--- src/rtl/reg_bank_pkg.sv ---
// reg_bank_pkg: default sizes, PC index helper and word typedefs shared by the register bank,
// the instruction FSM and the ALU.
package reg_bank_pkg;
   localparam int DEF_DATA_W   = 16;
   localparam int DEF_NUM_REGS = 16;
   localparam int DEF_RESET_PC = 0;
   localparam int DEF_PC_STEP  = 1;
   typedef logic [$clog2(DEF_NUM_REGS)-1:0] addr_t;
   typedef logic [DEF_DATA_W-1:0]           data_t;
   function automatic int pc_idx(input int num_regs);
      return num_regs - 1;
   endfunction
endpackage

--- src/rtl/reg_bank_rd_port.sv ---
// reg_bank_rd_port: one registered read port; with REG_BANK_BYPASS_EN defined it reads the
// bank's next-state contents so a same-edge write or PC update is returned.
module reg_bank_rd_port
   import reg_bank_pkg::*;
#(
   parameter int DATA_W   = DEF_DATA_W,
   parameter int NUM_REGS = DEF_NUM_REGS,
   parameter int ADDR_W   = $clog2(NUM_REGS)
) (
   input  logic              clk,
   input  logic              rst,
   input  logic              rd_en_i,
   input  logic [ADDR_W-1:0] rd_addr_i,
   input  logic [DATA_W-1:0] regs_q_i [NUM_REGS],
`ifdef REG_BANK_BYPASS_EN
   input  logic [DATA_W-1:0] regs_d_i [NUM_REGS],
`endif
   output logic [DATA_W-1:0] rd_data_o
);
   logic [DATA_W-1:0] rd_data_q, rd_data_d;
   always_comb begin
`ifdef REG_BANK_BYPASS_EN
      rd_data_d = rd_en_i ? regs_d_i[rd_addr_i] : rd_data_q;
`else
      rd_data_d = rd_en_i ? regs_q_i[rd_addr_i] : rd_data_q;
`endif
   end
   always_ff @(posedge clk or posedge rst)
      if (rst) rd_data_q <= '0;
      else     rd_data_q <= rd_data_d;
   assign rd_data_o = rd_data_q;
endmodule

--- src/rtl/reg_bank.sv ---
// reg_bank: register bank with two registered read ports, one write port and a PC in the top
// register; REG_BANK_BYPASS_EN selects write-to-read forwarding on same-edge accesses.
module reg_bank
   import reg_bank_pkg::*;
#(
   parameter int                DATA_W   = DEF_DATA_W,
   parameter int                NUM_REGS = DEF_NUM_REGS,
   parameter int                ADDR_W   = $clog2(NUM_REGS),
   parameter logic [DATA_W-1:0] RESET_PC = DATA_W'(DEF_RESET_PC),
   parameter logic [DATA_W-1:0] PC_STEP  = DATA_W'(DEF_PC_STEP)
) (
   input  logic              clk,
   input  logic              rst,
   input  logic              rd_en_a,
   input  logic [ADDR_W-1:0] rd_addr_a,
   output logic [DATA_W-1:0] rd_data_a,
   input  logic              rd_en_b,
   input  logic [ADDR_W-1:0] rd_addr_b,
   output logic [DATA_W-1:0] rd_data_b,
   input  logic              wr_en,
   input  logic [ADDR_W-1:0] wr_addr,
   input  logic [DATA_W-1:0] wr_data,
   input  logic              pc_inc,
   output logic [DATA_W-1:0] pc_out
);
   localparam int PC_IDX = pc_idx(NUM_REGS);
   logic [DATA_W-1:0] regs_q [NUM_REGS];
   logic [DATA_W-1:0] regs_d [NUM_REGS];
   logic              pc_wr;
   assign pc_wr = wr_en && (wr_addr == ADDR_W'(PC_IDX));
   // an explicit PC write (jump) overrides the increment on the same edge
   always_comb begin
      regs_d = regs_q;
      if (wr_en) regs_d[wr_addr] = wr_data;
      regs_d[PC_IDX] = pc_wr ? wr_data : pc_inc ? regs_q[PC_IDX] + PC_STEP : regs_q[PC_IDX];
   end
   always_ff @(posedge clk or posedge rst)
      if (rst) for (int i = 0; i < NUM_REGS; i++) regs_q[i] <= (i == PC_IDX) ? RESET_PC : '0;
      else     regs_q <= regs_d;
   assign pc_out = regs_q[PC_IDX];
   reg_bank_rd_port #(.DATA_W(DATA_W), .NUM_REGS(NUM_REGS), .ADDR_W(ADDR_W)) u_rd_a (
      .clk(clk), .rst(rst), .rd_en_i(rd_en_a), .rd_addr_i(rd_addr_a), .regs_q_i(regs_q),
`ifdef REG_BANK_BYPASS_EN
      .regs_d_i(regs_d),
`endif
      .rd_data_o(rd_data_a)
   );
   reg_bank_rd_port #(.DATA_W(DATA_W), .NUM_REGS(NUM_REGS), .ADDR_W(ADDR_W)) u_rd_b (
      .clk(clk), .rst(rst), .rd_en_i(rd_en_b), .rd_addr_i(rd_addr_b), .regs_q_i(regs_q),
`ifdef REG_BANK_BYPASS_EN
      .regs_d_i(regs_d),
`endif
      .rd_data_o(rd_data_b)
   );
endmodule

--- config.mk ---
export PLATFORM = sky130hd
export DESIGN_NAME = reg_bank
export DESIGN_NICKNAME = d
export VERILOG_FILES = /design/src/rtl/reg_bank_pkg.sv /design/src/rtl/reg_bank_rd_port.sv /design/src/rtl/reg_bank.sv
export SDC_FILE = /design/constraint.sdc
export NUM_CORES = 1
export LEC_CHECK = 0
export CAP_MARGIN = 20
export CORE_ASPECT_RATIO = 1.5
export CORE_MARGIN = 1
export CORE_UTILIZATION = 41
export DETAILED_ROUTE_END_ITERATION = 10
export GPL_ROUTABILITY_DRIVEN = 0
export PLACE_DENSITY_LB_ADDON = 0.25
export SYNTH_ARGS = -nofsm -noshare
export SYNTH_HDL_FRONTEND = slang
export SYNTH_SLANG_ARGS = --single-unit
export TNS_END_PERCENT = 10
--- constraint.sdc ---
create_clock -name clk -period 14.05 [get_ports clk]
set_input_delay 2.81 -clock clk [delete_from_list [all_inputs] [get_ports clk]]
set_output_delay 2.81 -clock clk [all_outputs]
set_load 0.02 [all_outputs]
==> results of run 1 <==
[worst min-delay path by stage]
stage | start | endpoint | slack (ns) | cells past startpoint
after floorplan | regs_q[63] | regs_q[63] | 0.48 | 1
after global placement | regs_q[63] | regs_q[63] | 0.49 | 1
after detailed placement | regs_q[120] | regs_q[120] | 0.51 | 1
after CTS | regs_q[120] | regs_q[120] | 0.52 | 1
after global routing | regs_q[63] | regs_q[63] | 0.54 | 1
final | regs_q[183] | regs_q[183] | 0.52 | 1
[cell usage after synthesis, types with 2 or more instances]
cell type  instances  area (um2)
a21oi_1           48         240
buf_1              4        15.0
buf_2             43         215
buf_4             19         143
buf_6              7        78.8
clkbuf_1          35         131
dfrtp_1          288        7210
inv_1              2        7.51
mux2_1            50         563
mux2_2           222        2500
mux4_2           128        2880
nand2_1            9        33.8
nand2b_1           7        43.8
nand3_1            6        30.0
nand3b_1           2        15.0
nand4_1            4        25.0
nor2_1            24        90.1
nor2_2             3        18.8
nor3_1             2        10.0
o22ai_1           64         400
or2_2              3        18.8
or3_1              2        12.5
xnor2_1            5        43.8
xor2_1            10        87.6
[metrics by stage]
| stage | cells | power (mW) | area [um2] |
|---|---|---|---|
| after detailed placement | 1469 | 1.92 | 15900 |
| after CTS | 1523 | 2.82 | 17000 |
| final | 1525 | 2.79 | 17100 |
| after global routing | 1525 | 2.92 | 17100 |
| after global placement | 1468 | 1.90 | 15900 |
| after floorplan | 994 | 1.68 | 14900 |
[worst reg2reg max path: cells and delay by family, from the launching register on]
kind | cells | cell delay (ns)
compound gates | 1 | 0.09
simple gates | 3 | 1.00
xor+xnor | 1 | 0.18
flops | 1 | 0.56
[cells by family after synthesis]
kind of cell,after synthesis
xor gates and xnor gates,15
DFF,288
and+or+nand+nor,67
muxes,401
adders and majority gates,1
buffers and inverters,110
AOI/OAI and AO/OA,112
[power groups by stage]
| stage | combinational (mW) | clock [mW] | sequential [mW] |
|---|---|---|---|
| floorplan | 0.505 | 0 | 1.18 |
| global placement | 0.671 | 0 | 1.23 |
| detailed placement | 0.685 | 0 | 1.24 |
| CTS | 0.687 | 0.907 | 1.22 |
| global route | 0.728 | 0.938 | 1.25 |
| finish | 0.682 | 0.888 | 1.22 |
[area by class of cell]
class | instances | area [um2] | area share (%)
well taps | 478 | 598 | 3.51
clock inverters | 13 | 245 | 1.44
clock buffers | 41 | 853 | 5.00
repair buffers | 107 | 1040 | 6.08
inverters | 2 | 15.0 | 0.0881
flip-flops and latches | 288 | 7210 | 42.3
multi-input cells | 596 | 7100 | 41.6
[state kept, by name, indices dropped and copies added (netlist names)]
signal            count
regs_q              240
pc_out               16
u_rd_a.rd_data_o     16
u_rd_b.rd_data_o     16
[layer usage]
metal | track usage (%) | routed length, um | vias up
met4 | 10.1 | 1630 | 4
met1 | 30.5 | 16500 | 4956
met2 | 38.1 | 20700 | 299
met3 | 3.18 | 2060 | 91
met5 | 0 | 23 | -
li1 | - | - | 3879
==> results.py, run 1 <==
metrics = {
    "sta": {
        "fin_skew_ns": 0.0116,
        "fin_hold_ws_ns": 0.516,
        "layout_min_cycle_time_ns": 4.94,
        "fin_crit_sh_pct": 35.2,
        "rsz0062_at_grt": "no",
        "worst_pin_slew_ns": 1.15,
        "setup_viol": 0,
        "drv_slew": 0,
        "finalHoldViolCount": 0,
        "max_slew_margin_pct": 22.9,
        "worst_slack_ns": 9.11,
        "fin_setup_tns_ns": 0,
        "max_freq_mhz": 202,
    },
    "synthesis": {
        "ys_seq_area_share_pct": 48.4,
        "synth_ff_type": "dfrtp_1",
        "synth_cell_types": 31,
        "syn-cell-area_um2": 14900,
        "avgSynthCellArea_um2": 15.0,
        "ys_warn_count": 0,
        "synth_compound_area_share_pct": 4.31,
        "synthXorXnorAreaFrac_pct": 0.883,
        "synth_edf_count": 0,
        "synth_top_family_by_area": "multiplexers",
        "synthSimpleGateAreaFrac_pct": 2.30,
        "ys_ff_latch": 288,
        "async_reset_ff_share_pct": 100,
        "synth_fa_ha_area_share_pct": 0.0841,
        "syn_nets": 1029,
        "syn_inst": 994,
        "synth_mux_area_share_pct": 40.0,
    },
    "critical_path": {
        "startpoint": "rd_addr_a[0]",
        "worst-path-max-fanout": 18,
        "start_kind": "input pin",
        "required_ns": 14.48,
        "rrSetupSlack_ns": 12.08,
        "cp_num_cells": 4,
        "path_class": "input pin to register",
        "arrival_ns": 5.37,
        "regToRegEndpoint": "pc_out[13]",
        "critPathMaxStageDelay_ns": 1.23,
        "reg2reg_depth": 5,
        "crit_path_cell_trace": "clkdlybuf4s50_1, nand2b_1, o22ai_1, a21oi_1",
        "r2r_start": "pc_out[2]",
        "path_delay_family": "buffers and inverters",
        "cp-end-kind": "register",
        "endpoint": "u_rd_a.rd_data_o[11]",
        "cp_num_buf_inv": 1,
        "crit_path_top_delay_cell": "clkdlybuf4s50_1",
    },
    "final_layout": {
        "syn2layout_area_growth_pct": 14.6,
        "nets": 1060,
        "fillerInstances": 3152,
        "final_common_cell": "dfrtp_1",
        "drive_gt1_share_pct": 42.4,
        "antenna_cells": 0,
        "fin_util_pct": 47.6,
        "final_cell_mix": "dfrtp_1, mux2_2, mux4_2",
    },
    "grt": {
        "grt_start_max_net_pins": 100,
        "grt_pass1_vias": 9923,
        "grt_pass1_wl_mm": 63.0,
        "antenna_found_initial": 2,
        "overflow": 0,
        "grtUsageTotal_pct": 23.2,
    },
    "clocking": {
        "path_clk_slew_ns": 0.06,
        "htreeDepth": 1,
        "cts_hold_buf": 0,
        "tritoncts": "done",
        "numCtsBuffers": 30,
        "cts.sinks": 288,
        "worstSkewPairLatency_ns": 0.57,
        "post_cts_resize_count": 0,
        "postCtsSetupBuffers": 0,
        "cts_root_buf": "clkbuf_16",
        "cts_buffer_depth": 3,
    },
    "pwr": {
        "pwr-share-seq_pct": 43.7,
        "pwr_density_cell_nw_per_um2": 164,
        "sw_frac_of_total_pct": 28.6,
        "irDropWorstVdd_uv": 85.4,
        "combPwrFrac_pct": 24.4,
        "p_leak_nw": 6.83,
        "internal-power_mw": 1.99,
        "clkPwrFrac_pct": 31.8,
        "switchingPower_mw": 0.799,
    },
    "run": {
        "drv_cap": 0,
    },
    "floorplan": {
        "start_util_pct": 41.5,
        "io_pins": 82,
        "die_y_um": 235,
        "die_x_um": 158,
        "core_um2": 35800,
        "die_area_um2": 37100,
        "num_rows": 85,
    },
    "place": {
        "post-place-ws_ns": 8.61,
        "numPortBuffers": 81,
        "hpwlAfterDp_mm": 26.9,
    },
    "route": {
        "dr.pass1.iters": 5,
        "drc": 0,
        "post_drt_wl_per_cell_um": 26.8,
        "routed_wl_mm": 40.9,
        "route.vias.total": 9229,
        "ant_nets": 0,
        "first_iter_violations": 528,
        "viasPerCell": 6.05,
    },
    "outcome": {
        "status": "finished clean",
    },
    "worst_hold_path": {
        "hold_class": "register to register",
    },
}
Note: power is estimated with default switching activity, not from simulation.
==> inputs of run 2 (changes only) <==
- clock period: 14.05 -> 4.74 ns (I/O delays scaled with it)
==> run 2 against run 1 <==
First-iteration DRC count grew 11%. Routed wire length grew 1.6%. Worst setup slack lost 7.2 ns. Die area is the same. Clock skew is essentially flat. Utilization grew 0.19 points. Final area grew 0.40%. Sequential share of layout area shrank 0.17 points. Combinational power grew to 3.0 times the previous value. Critical path depth shrank 3. Sequential power grew to 3.0 times the previous value. Cell count grew 0.33%. Largest power group unchanged.
==> results.py, run 2 (synthesized netlist as in run 1, its figures left out) <==
metrics = {
    "outcome": {
        "status": "finished clean",
    },
    "final_layout": {
        "largest_reg_flops": 240,
        "nets": 1064,
        "top_register": "regs_q",
        "final_cell_mix": "dfrtp_1, mux2_2, mux4_2",
        "syn2layout_area_growth_pct": 15.1,
        "final_area_um2": 17100,
        "final_common_cell": "dfrtp_1",
        "drive_gt1_share_pct": 42.5,
    },
    "grt": {
        "grt_start_max_net_pins": 66,
        "grt_pass1_wl_mm": 64.3,
        "antenna_found_initial": 2,
        "grtUsageTotal_pct": 23.6,
        "overflow": 0,
        "grt_pass1_vias": 10100,
    },
    "pwr": {
        "pwr_density_cell_nw_per_um2": 484,
        "irDropWorstVdd_uv": 311,
        "p_leak_nw": 6.86,
    },
    "floorplan": {
        "die_area_um2": 37100,
        "core_um2": 35800,
        "die_x_um": 158,
        "io_pins": 82,
        "die_y_um": 235,
        "start_util_pct": 41.5,
        "num_rows": 85,
    },
    "sta": {
        "drv_slew": 0,
        "max_freq_mhz": 359,
        "finalHoldViolCount": 0,
        "rsz0062_at_grt": "no",
        "worst_slack_ns": 1.95,
        "fin_hold_ws_ns": 0.512,
        "max_slew_margin_pct": 27.6,
        "fin_setup_tns_ns": 0,
        "worst_pin_slew_ns": 1.08,
        "fin_skew_ns": 0.0116,
        "layout_min_cycle_time_ns": 2.79,
        "fin_crit_sh_pct": 58.8,
        "setup_viol": 0,
    },
    "clocking": {
        "cts_hold_buf": 0,
        "cts_buffer_depth": 3,
        "numCtsBuffers": 30,
        "cts_root_buf": "clkbuf_16",
        "path_clk_slew_ns": 0.06,
        "worstSkewPairLatency_ns": 0.58,
        "tritoncts": "done",
        "post_cts_resize_count": 0,
        "htreeDepth": 1,
        "cts.sinks": 288,
        "postCtsSetupBuffers": 0,
    },
    "critical_path": {
        "path_delay_family": "buffers and inverters",
        "crit_path_top_delay_cell": "clkdlybuf4s50_1",
        "cp-end-kind": "primary output",
        "crit_path_cell_trace": "clkdlybuf4s50_1",
        "required_ns": 3.79,
        "critPathMaxStageDelay_ns": 0.68,
        "start_kind": "register",
        "worst-path-max-fanout": 8,
        "arrival_ns": 1.84,
        "cp_num_cells": 1,
        "reg2reg_depth": 5,
        "path_class": "register to primary output",
        "cp_num_buf_inv": 1,
    },
    "route": {
        "post_drt_wl_per_cell_um": 27.1,
        "drc": 0,
        "route.vias.total": 9378,
        "ant_nets": 0,
        "dr.pass1.iters": 5,
        "first_iter_violations": 586,
        "viasPerCell": 6.13,
        "routed_wl_mm": 41.5,
    },
    "run": {
        "drv_cap": 0,
    },
    "place": {
        "numPortBuffers": 81,
        "dpl-instance-area_um2": 16000,
        "post-place-ws_ns": 1.53,
        "hpwlAfterDp_mm": 27.3,
    },
    "worst_hold_path": {
        "hold_class": "register to register",
        "hold_path_depth": 1,
    },
}
run 2: changes by cell type in the layout (fill, tap and decap cells not counted), sizes merged:
cell	change
clkbuf	+1
buf	+4
clkinvlp	-1
diode	+1
run 2: final timing paths:
path	start	end	slack, ns
worst min register to register	regs_q[177]	regs_q[177]	0.51
worst max-delay path	pc_out[2]	pc_out[2]	1.95
worst min-delay path	regs_q[177]	regs_q[177]	0.51
max in group asynchronous	rst	pc_out[14]	2.82
min in group asynchronous	rst	regs_q[230]	0.89
worst max register to register	pc_out[0]	pc_out[13]	2.71
run 2: through the flow:
step | instances | utilization, % | total power, mW
2_1_floorplan | 994 | - | 4.99
3_3_place_gp | 1475 | 44.7 | 5.64
3_5_place_dp | 1475 | 44.7 | 5.70
4_1_cts | 1529 | 47.8 | 8.35
5_1_grt | 1529 | 47.8 | 8.67
6_report | 1530 | 47.8 | 8.29
run 2: layout make-up:
class                      instances  area, um2
multi-input combinational        596       7100
clock buffer                      42        857
antenna                            1       2.50
tap                              478        598
timing repair buffer             111       1110
sequential                       288       7210
inverter                           2       11.3
clock inverter                    12        241
fill                            3155      18700
run 2: power breakdown:
part / internal, mW / switching (mW)
combinational: 1.22 / 0.800
sequential: 3.06 / 0.578
clock: 1.64 / 0.997
run 2: worst register-to-register path: stages, from the launching register on:
cell and delay, ns:
dfrtp_1 0.58, nand3_1 0.22, nor3_1 0.63, nand3_1 0.19, xor2_1 0.19, a21oi_1 0.09
run 2: metal layers:
metal | share of wire (%) | global-route usage [%]
met5 | 0.063 | 0
met4 | 4.4 | 10.8
met3 | 5.0 | 2.84
met2 | 50 | 38.3
met1 | 41 | 31.7
==> inputs of run 3 (changes only) <==
- clock period: 4.74 -> 2.3 ns (I/O delays scaled with it)
==> run 3 against run 2 <==
Sequential cell count unchanged. Critical path depth unchanged. Total power up 97%. Combinational power up 110%. Sequential share of layout area down 0.87 points. Clock-buffer cell count up 4. Global-route usage up 0.71 points. Sequential power up 110%. Largest cell class unchanged. Highest routed layer is now met4.
==> results.py, run 3 (synthesized netlist as in run 1, its figures left out) <==
metrics = {
    "critical_path": {
        "start_kind": "register",
        "rrSetupSlack_ns": 0.48,
        "reg2reg_depth": 5,
        "worst-path-max-fanout": 6,
        "cp_num_buf_inv": 1,
        "crit_path_top_delay_cell": "clkdlybuf4s50_1",
        "arrival_ns": 1.80,
        "critPathMaxStageDelay_ns": 0.68,
        "regToRegEndpoint": "pc_out[12]",
        "r2r_start": "pc_out[3]",
        "path_delay_family": "buffers and inverters",
        "required_ns": 1.84,
        "path_class": "register to primary output",
        "crit_path_cell_trace": "clkdlybuf4s50_1",
        "cp-end-kind": "primary output",
    },
    "final_layout": {
        "final_cell_mix": "dfrtp_1, mux2_2, mux4_2",
        "syn2layout_area_growth_pct": 17.5,
        "largest_reg_flops": 240,
        "antenna_cells": 0,
        "instances_no_fill": 1579,
        "nets": 1114,
        "top_register": "regs_q",
        "fillerInstances": 3182,
        "final_common_cell": "dfrtp_1",
        "drive_gt1_share_pct": 45.2,
    },
    "floorplan": {
        "die_y_um": 235,
        "die_area_um2": 37100,
        "start_util_pct": 41.5,
        "core_um2": 35800,
        "io_pins": 82,
        "num_rows": 85,
        "die_x_um": 158,
    },
    "worst_hold_path": {
        "hold_class": "input pin to async pin",
    },
    "route": {
        "drc": 0,
        "route.vias.total": 9455,
        "ant_nets": 0,
        "viasPerCell": 5.99,
        "routed_wl_mm": 42.9,
        "dr.pass1.iters": 5,
        "first_iter_violations": 595,
        "post_drt_wl_per_cell_um": 27.2,
    },
    "clocking": {
        "numCtsBuffers": 29,
        "cts.sinks": 288,
        "htreeDepth": 1,
        "cts_root_buf": "clkbuf_16",
        "tritoncts": "done",
        "path_clk_slew_ns": 0.06,
        "postCtsSetupBuffers": 0,
        "cts_buffer_depth": 3,
        "worstSkewPairLatency_ns": 0.55,
    },
    "pwr": {
        "irDropWorstVdd_uv": 623,
        "p_leak_nw": 7.08,
        "pwr_density_cell_nw_per_um2": 936,
    },
    "grt": {
        "gr-usage-met2_pct": 40.3,
        "antenna_found_initial": 1,
        "grt_pass1_wl_mm": 65.5,
        "grt_start_max_net_pins": 53,
        "overflow": 0,
        "gr-usage-met3_pct": 3.11,
        "grt_pass1_vias": 10100,
        "busiest_layer": "met2",
        "grtUsageTotal_pct": 24.3,
        "grt_use_met1_pct": 30.7,
    },
    "sta": {
        "finalHoldViolCount": 0,
        "drv_slew": 0,
        "setup_viol": 0,
        "layout_min_cycle_time_ns": 2.26,
        "max_slew_margin_pct": 54.8,
        "fin_skew_ns": 0.00832,
        "worst_pin_slew_ns": 0.675,
        "max_freq_mhz": 443,
        "rsz0062_at_grt": "no",
        "fin_setup_tns_ns": 0,
        "fin_crit_sh_pct": 98.2,
    },
    "outcome": {
        "status": "finished clean",
    },
    "place": {
        "dp_cells": 1526,
        "numPortBuffers": 81,
        "hpwlAfterDp_mm": 29.9,
    },
    "run": {
        "drv_cap": 0,
    },
}
## run 3: through the flow
stage	setup WS [ns]	instance area [um2]	hold WS (ns)	utilization [%]	power (mW)
after floorplan	-1.98	14900	0.476	-	10.3
after global placement	0.116	16600	0.492	46.3	11.8
after detailed placement	0.100	16600	0.501	46.3	11.9
after CTS	0.00896	17500	0.348	48.8	16.5
after global routing	0.0110	17500	0.373	48.8	17.1
final	0.0414	17500	0.357	48.8	16.4
## run 3: layout make-up
type                    count  area (um2)  share of cell area (%)
flip-flops and latches    288        7210                    41.2
clock buffers              46         870                    4.97
multi-input cells         596        7100                    40.6
inverters                   2        11.3                  0.0644
well taps                 478         598                    3.42
clock inverters             7        40.0                   0.229
repair buffers            162        1660                    9.51
## run 3: worst reg2reg max path: stages, from the launching register on
cell,delay (ns)
dfrtp_1,0.56
nand4_1,0.26
nor3_2,0.45
nand2_1,0.13
xor2_1,0.16
a21oi_1,0.19
## run 3: what timing repair did
| action | CTS | global route |
|---|---|---|
| hold buffers | 0 | 0 |
| endpoints found under the setup margin | 3 | 0 |
| resized for setup | 3 | 0 |
| endpoints found under the hold margin | 0 | 0 |
## run 3: how the worst max path moves through the flow
stage                from     endpoint  slack, ns  cells after the start
2_1_floorplan         rst    pc_out[0]      -1.98                      1
3_3_place_gp        wr_en  regs_q[192]       0.12                      5
3_5_place_dp   wr_addr[2]   regs_q[96]       0.10                      5
4_1_cts        pc_out[11]   pc_out[11]      0.009                      1
5_1_grt        pc_out[11]   pc_out[11]       0.01                      1
6_report       pc_out[12]   pc_out[12]       0.04                      1
## run 3: routing by layer
layer | up-vias | share of wire (%) | wire length [um]
met3 | 103 | 4.9 | 2110
met5 | - | 0 | 0
met2 | 314 | 51 | 21700
met1 | 5054 | 38 | 16500
met4 | 0 | 6.0 | 2570
li1 | 3984 | - | -
## run 3: where the power goes
| group | internal (mW) | switching [mW] |
|---|---|---|
| Sequential | 6.30 | 1.20 |
| Combinational | 2.58 | 1.70 |
| Clock | 2.58 | 1.99 |
| Total | 11.5 | 4.90 |
